===== src/rtl/game_state_controller.sv =====
// rtl/game_state_controller.sv - Frogger game-flow sequencer: idle, running, timed death freeze, game over.
module game_state_controller #(
    parameter int unsigned LIVES_INI         = 3,
    parameter int unsigned DEATH_HOLD_CYCLES = 25_000_000,
    parameter int unsigned MAX_LEVEL         = 9
) (
    input  logic       i_Clk,
    input  logic       i_Reset,
    input  logic       i_Start,
    input  logic       i_Has_Collided,
    input  logic       i_Level_Up,
    output logic       o_Game_Active,
    output logic       o_Frog_Reset,
    output logic [2:0] o_Lives,
    output logic [3:0] o_Level,
    output logic       o_Game_Over,
    output logic [1:0] o_State
);

    localparam int unsigned       HOLD_W     = $clog2(DEATH_HOLD_CYCLES);
    localparam logic [HOLD_W-1:0] HOLD_LOAD  = HOLD_W'(DEATH_HOLD_CYCLES - 1);
    localparam logic [2:0]        LIVES_LOAD = 3'(LIVES_INI);
    localparam logic [3:0]        LEVEL_MAX  = 4'(MAX_LEVEL);

    typedef enum logic [1:0] {
        ST_IDLE      = 2'b00,
        ST_RUNNING   = 2'b01,
        ST_DEATH     = 2'b10,
        ST_GAME_OVER = 2'b11
    } state_e;

    state_e             state_q, state_d;
    logic [HOLD_W-1:0]  hold_q, hold_d;
    logic [2:0]         lives_q, lives_d;
    logic [3:0]         level_q, level_d;
    logic               frog_reset_q, frog_reset_d;
    logic               active_q, over_q;
    logic               start_prev_q;
    logic               start_edge;

    // start_prev_q resets high so switches held through reset cannot start a game.
    assign start_edge = i_Start & ~start_prev_q;

    always_comb begin
        state_d      = state_q;
        hold_d       = hold_q;
        lives_d      = lives_q;
        level_d      = level_q;
        frog_reset_d = 1'b0;
        case (state_q)
            ST_IDLE, ST_GAME_OVER: begin
                if (start_edge) begin
                    state_d      = ST_RUNNING;
                    lives_d      = LIVES_LOAD;
                    level_d      = 4'd0;
                    frog_reset_d = 1'b1;
                end
            end
            ST_RUNNING: begin
                // A collision in the same cycle as a level-up wins; the level-up is lost.
                if (i_Has_Collided && (lives_q != 3'd0)) begin
                    state_d = ST_DEATH;
                    lives_d = lives_q - 3'd1;
                    hold_d  = HOLD_LOAD;
                end else if (i_Level_Up) begin
                    if (level_q < LEVEL_MAX) begin
                        level_d = level_q + 4'd1;
                    end
                    frog_reset_d = 1'b1;
                end
            end
            ST_DEATH: begin
                if (hold_q == '0) begin
                    if (lives_q == 3'd0) begin
                        state_d = ST_GAME_OVER;
                    end else begin
                        state_d      = ST_RUNNING;
                        frog_reset_d = 1'b1;
                    end
                end else begin
                    hold_d = hold_q - HOLD_W'(1);
                end
            end
            default: state_d = ST_IDLE;
        endcase
    end

    always_ff @(posedge i_Clk or posedge i_Reset) begin
        if (i_Reset) begin
            state_q      <= ST_IDLE;
            hold_q       <= '0;
            lives_q      <= LIVES_LOAD;
            level_q      <= 4'd0;
            frog_reset_q <= 1'b0;
            active_q     <= 1'b0;
            over_q       <= 1'b0;
            start_prev_q <= 1'b1;
        end else begin
            state_q      <= state_d;
            hold_q       <= hold_d;
            lives_q      <= lives_d;
            level_q      <= level_d;
            frog_reset_q <= frog_reset_d;
            active_q     <= (state_d == ST_RUNNING);
            over_q       <= (state_d == ST_GAME_OVER);
            start_prev_q <= i_Start;
        end
    end

    assign o_State       = state_q;
    assign o_Game_Active = active_q;
    assign o_Game_Over   = over_q;
    assign o_Frog_Reset  = frog_reset_q;
    assign o_Lives       = lives_q;
    assign o_Level       = level_q;

endmodule


===== config.mk =====
export PLATFORM = sky130hd
export DESIGN_NAME = game_state_controller
export DESIGN_NICKNAME = d
export VERILOG_FILES = /design/src/rtl/game_state_controller.sv
export SDC_FILE = /design/constraint.sdc
export NUM_CORES = 1
export LEC_CHECK = 0
export CAP_MARGIN = 20
export CORE_MARGIN = 4
export CORE_UTILIZATION = 50
export DETAILED_ROUTE_END_ITERATION = 16
export HOLD_SLACK_MARGIN = 0.15
export PLACE_DENSITY_LB_ADDON = 0.15
export SLEW_MARGIN = 20
export SYNTH_ARGS = -nofsm -noshare
export SYNTH_HDL_FRONTEND = slang
export SYNTH_SLANG_ARGS = --single-unit
export TNS_END_PERCENT = 100

===== constraint.sdc =====
create_clock -name i_Clk -period 3.31 [get_ports i_Clk]
set_input_delay 0.993 -clock i_Clk [delete_from_list [all_inputs] [get_ports i_Clk]]
set_output_delay 0.993 -clock i_Clk [all_outputs]
set_load 0.03 [all_outputs]

; ---- After elaboration in Yosys (flattened, before gate mapping)
; Index checks and enable logic that the tools add are counted.
[totals]
wordCells = 58
out_inout_bits = 12
reg_bits = 38
in_bits = 5
[op_classes]
reduce_logical = 11
n_bitwise = 2
mux = 22
add_sub_neg = 3
n_lt_le_gt_ge = 1
n_eq_ne = 11
[ops]
columns = operator, n
row1 = 2-to-1 mux 25 bit, 2
row2 = one-hot mux 25 bit (2 select lines), 1
row3 = logical NOT 25 bit, 1
row4 = "subtractor 25 x 1 -> 25 bit, second input constant", 1
row5 = 2-to-1 mux 4 bit, 4
row6 = "!= test 2 bit, second input constant", 6
row7 = 2-to-1 mux 2 bit, 4
row8 = one-hot mux 4 bit (2 select lines), 1
row9 = "equality test 2 bit, second input constant", 3
row10 = 2-to-1 mux 3 bit, 2
row11 = one-hot mux 2 bit (3 select lines), 1
row12 = one-hot mux 3 bit (2 select lines), 1
row13 = AND reduction 3 bit, 2
row14 = 2-to-1 mux 1 bit, 5
row15 = AND reduction 5 bit, 1
row16 = "adder 4 x 1 -> 4 bit, second input constant", 1
row17 = "equality test 2 x 1 -> 1 bit, second input constant", 2
row18 = "< comparator 4 bit, second input constant", 1
row19 = nonzero test 2 bit, 2
row20 = logical NOT 3 bit, 1
row21 = one-hot mux 1 bit (3 select lines), 1
row22 = nonzero test 3 bit, 1
row23 = "subtractor 3 x 1 -> 3 bit, second input constant", 1
row24 = logical NOT 2 bit, 1
row25 = other kinds (4), 4

; ---- Longest topological paths before layout
[logic_depth]
ltp_word = 5
mapped_depth = 9
ltp_nobuf = 7

; ---- Worst setup path after synthesis
; OpenSTA, ideal clock, no wires.
[synth_path]
path_type = reg-to-reg
from = register state_q[0], in the netlist o_State[0]
to = register hold_q[21]
path_stages_with_launch = 10
required_time_ns = 3.178
synth_period_minus_slack_ns = 2.407
t_arrival_ns = 2.276
slack_ns = 0.903
setup_ns = 0.132
path_buffers = 2
cell_sequence = dfrtp_1 inv_1 ha_1 clkbuf_1 nand2_1 or4_4 o211ai_4 buf_6 nor4_1 or3b_1
[synth_between]
elab_chain_len = 3
word_cells_on_any_way = 7
cone_classes = eq/ne (4) / mux (1) / reduce/logical (2)
[synth_lines]
columns = element, line
row1 = "start, declared", 32  ; state_e state_q, state_d;
row2 = "start signal, assigned", 99  ; state_q <= state_d;
row3 = equality test 2 bit / equality test 2 x 1 -> 1 bit (equally long branches), 50  ; case (state_q)
row4 = != test 2 bit (no line) / nonzero test 2 bit (equally long branches), --
row5 = AND reduction 3 bit (no line), --
row6 = "end signal, assigned", 100  ; hold_q <= hold_d;
row7 = "end, declared", 33  ; logic [HOLD_W-1:0] hold_q, hold_d;
; Several ways; a longest one is shown, not always the timed one.
; A chain may end at the register's enable or synchronous reset.

; ---- Worst setup path in the final report
[layout_path]
from = register lives_q[1], in the netlist o_Lives[1]
to = output o_Lives[1]
[layout_lines]
columns = element, line
row1 = "start, declared", 34  ; logic [2:0] lives_q, lives_d;
row2 = "start signal, assigned", 101  ; lives_q <= lives_d;
row3 = "end, declared", 14  ; output logic [2:0] o_Lives,
; No word-level cell between the ends.

==> out/results.tsv <==
stage	metric	value	unit
run_status	outcome	completed	
critical_path	worst-path-buf-inv	1	
cts	htree_levels	2	
logic_synthesis	synth_flop_cell	dfrtp_1	
cts	cts_hold_buf	0	
cts	clk_path_buf_depth	2	
die	die_w	74.7	um
logic_synthesis	synth_top_cell_area_share	0.394	
critical_path	end_kind	output port	
sta	setup-violations-final	0	
logic_synthesis	syn_area	2220	um2
die	die_area	5570	um2
detailed_routing	via_per_inst	5.99	
global_route	grt.overflow.total	0	
global_route	grt_pass1_wl	8000	um
job	cap_violations	0	
global_route	grt_pass1_vias	1738	
detailed_routing	drtPass1Iterations	4	
logic_synthesis	ys_warn_count	0	
logic_synthesis	avgSynthCellArea	9.34	um2
finish	layout_common_cells	dfrtp_1 (35), nand2_1 (20), clkdlybuf4s50_1 (16)	
cts	cts_setup_buffers	0	
logic_synthesis	synth_edf_count	0	
die	core_area	4140	um2
finish	syn2layout_area_growth	13.1	%
critical_path	cp-start-kind	flop	
sta	timing.fmax	402	MHz
cts	root_buffer	clkbuf_8	
logic_synthesis	yosysTopAreaCell	dfrtp_1	
global_route	grt_antenna_before_repair	0	
logic_synthesis	netlist_instances	238	
logic_synthesis	synth-seq-cells	38	
sta	period_minus_slack	2490	ps
cts	cts_resized	0	
logic_synthesis	synth_cell_type_count	48	
critical_path	worstPathCellList	clkdlybuf4s50_1	
die	ios	17	
sta	hold_viol	0	
cts	cts_buffers	5	
detailed_routing	drc	0	
power	ir_drop	0.000387	V
logic_synthesis	syn-num-nets	251	
sta	maxSlewViolCount	0	
sta	final.setup.worst_slack	824	ps
finish	fill_cells	389	
finish	layout_commonest_cell	dfrtp_1	
cts	cts_tree	yes	
cts	clock_sinks	38	
sta	clock_skew	2.71	ps
detailed_routing	routed-via-count	1832	
power	leakagePower	0.983	nW
die	start_util	0.536	
critical_path	crit_slowest_cell	clkdlybuf4s50_1	
sta	min_period_over_period	0.751	
detailed_routing	first_iter_violations	142	
global_route	grt_usage	0.187	
sta	grt_setup_unrepaired	false	
die	num_rows	23	
sta	setup-tns-final	0	ps
power	total_power	0.00137	W
critical_path	worstSetupPathType	reg -> out	
placed_design	dpl_worst_slack	533	ps
logic_synthesis	synthTopCellsByArea	dfrtp_1 (39%), ha_1 (4.5%), dfstp_2 (3.5%), a21oi_1 (3.4%), nand2_1 (3.4%)	
placed_design	io_buffers	16	
global_route	grt_max_degree	39	
sta	tightestPinTransition	709	ps
finish	final_nets	269	
finish	diodes	0	
logic_synthesis	ys_async_sr_fraction	1.00	
sta	slew_headroom	0.523	
detailed_routing	ant_nets	0	
critical_path	cpPeakStageDelay	660	ps
critical_path	critPathTopFamily	buffers and inverters	
die	die_y	74.7	um
power	powerDensity	545	nW/um2
detailed_routing	routedWlPerCell	15.0	um
logic_synthesis	ys_seq_area_frac	0.430	
cts	clock_latency	290	ps
hold_path	hp-class	reg -> reg	
critical_path	arrival	1490	ps
detailed_routing	routed_wl	4600	um
critical_path	cp_max_fo	3	
finish	layout-drive-gt1-share	0.0977	
placed_design	gp_congestion	0.796	
placed_design	dp_hpwl	3280	um
critical_path	required	2320	ps
cts	path_clk_slew	70	ps
-- cells in the mapped netlist (2+ instances only) --
cell       instances
or3_1              5
ha_1               8
o21ai_1            3
xor2_1             3
nor2_1            15
a31oi_1            5
inv_1             13
and3_1             6
nand2b_1           4
a2111oi_2          2
nand2_1           20
nor4_1             8
nand3_1            7
or2_2              3
dfstp_2            3
and4_1             2
o21ai_0            9
nand4b_1           2
nand4_1            4
a21oi_1           15
and2_1             3
o211ai_1           6
a21o_1             3
xnor2_1            5
clkbuf_1           8
nor4_2             2
dfrtp_1           35
o31ai_1            5
nor3_1            11
or4_1              5
-- registers in the layout, indices dropped and copies added (netlist names) --
register,flops
hold_q,25
o_Level,4
o_Lives,3
o_State,2
o_Frog_Reset,1
o_Game_Active,1
o_Game_Over,1
start_prev_q,1
-- cell families after synthesis --
family | after synthesis | synth area share
compound gates | 56 | 0.181
xor+xnor | 8 | 0.0315
fa+ha+maj | 8 | 0.0450
buf+inv | 23 | 0.0428
flops | 38 | 0.430
mux | 2 | 0.00957
simple gates | 103 | 0.260
-- power breakdown --
part / switching, W / leakage [nW] / internal [W]
logic: 0.000326 / 0.519 / 0.000188
registers: 0.0000406 / 0.426 / 0.000521
clock network: 0.000149 / 0.0383 / 0.000145
total: 0.000515 / 0.983 / 0.000854
-- worst paths after layout --
kind                            start           end  slack, ps  cells past startpoint
min reg2reg                o_Lives[0]    o_Lives[0]        520                      2
max reg2reg                o_State[0]    hold_q[21]        860                      7
min                        o_Lives[0]    o_Lives[0]        520                      2
min in group asynchronous     i_Reset    o_Level[2]       1120                      3
max in group asynchronous     i_Reset  start_prev_q       1840                      3
max                        o_Lives[1]    o_Lives[1]        820                      1
-- cell type report --
cell class	count	area (um2)	area share
tap	50	62.6	0.0249
sequential	38	955	0.380
timing repair buffer	21	198	0.0787
multi-input combinational	177	1170	0.467
clock buffer	7	76.3	0.0304
inverter	13	48.8	0.0194
-- per-stage QoR --
step	cells	hold slack (ps)	cell area, um2	util
after floorplan	238	507	2220	-
after global placement	299	497	2440	0.588
after detailed placement	299	503	2440	0.588
after CTS	306	511	2510	0.606
after global routing	306	534	2510	0.606
final	306	515	2510	0.606
-- routing by layer --
metal	GRT usage	share of wire	routed length (um)	up-vias
li1	-	-	-	920
met1	0.265	0.50	2310	883
met2	0.287	0.45	2090	22
met3	0.0441	0.030	139	7
met4	0.0593	0.013	61	0
met5	0	0	0	-
(Power assumes the default switching activity.)
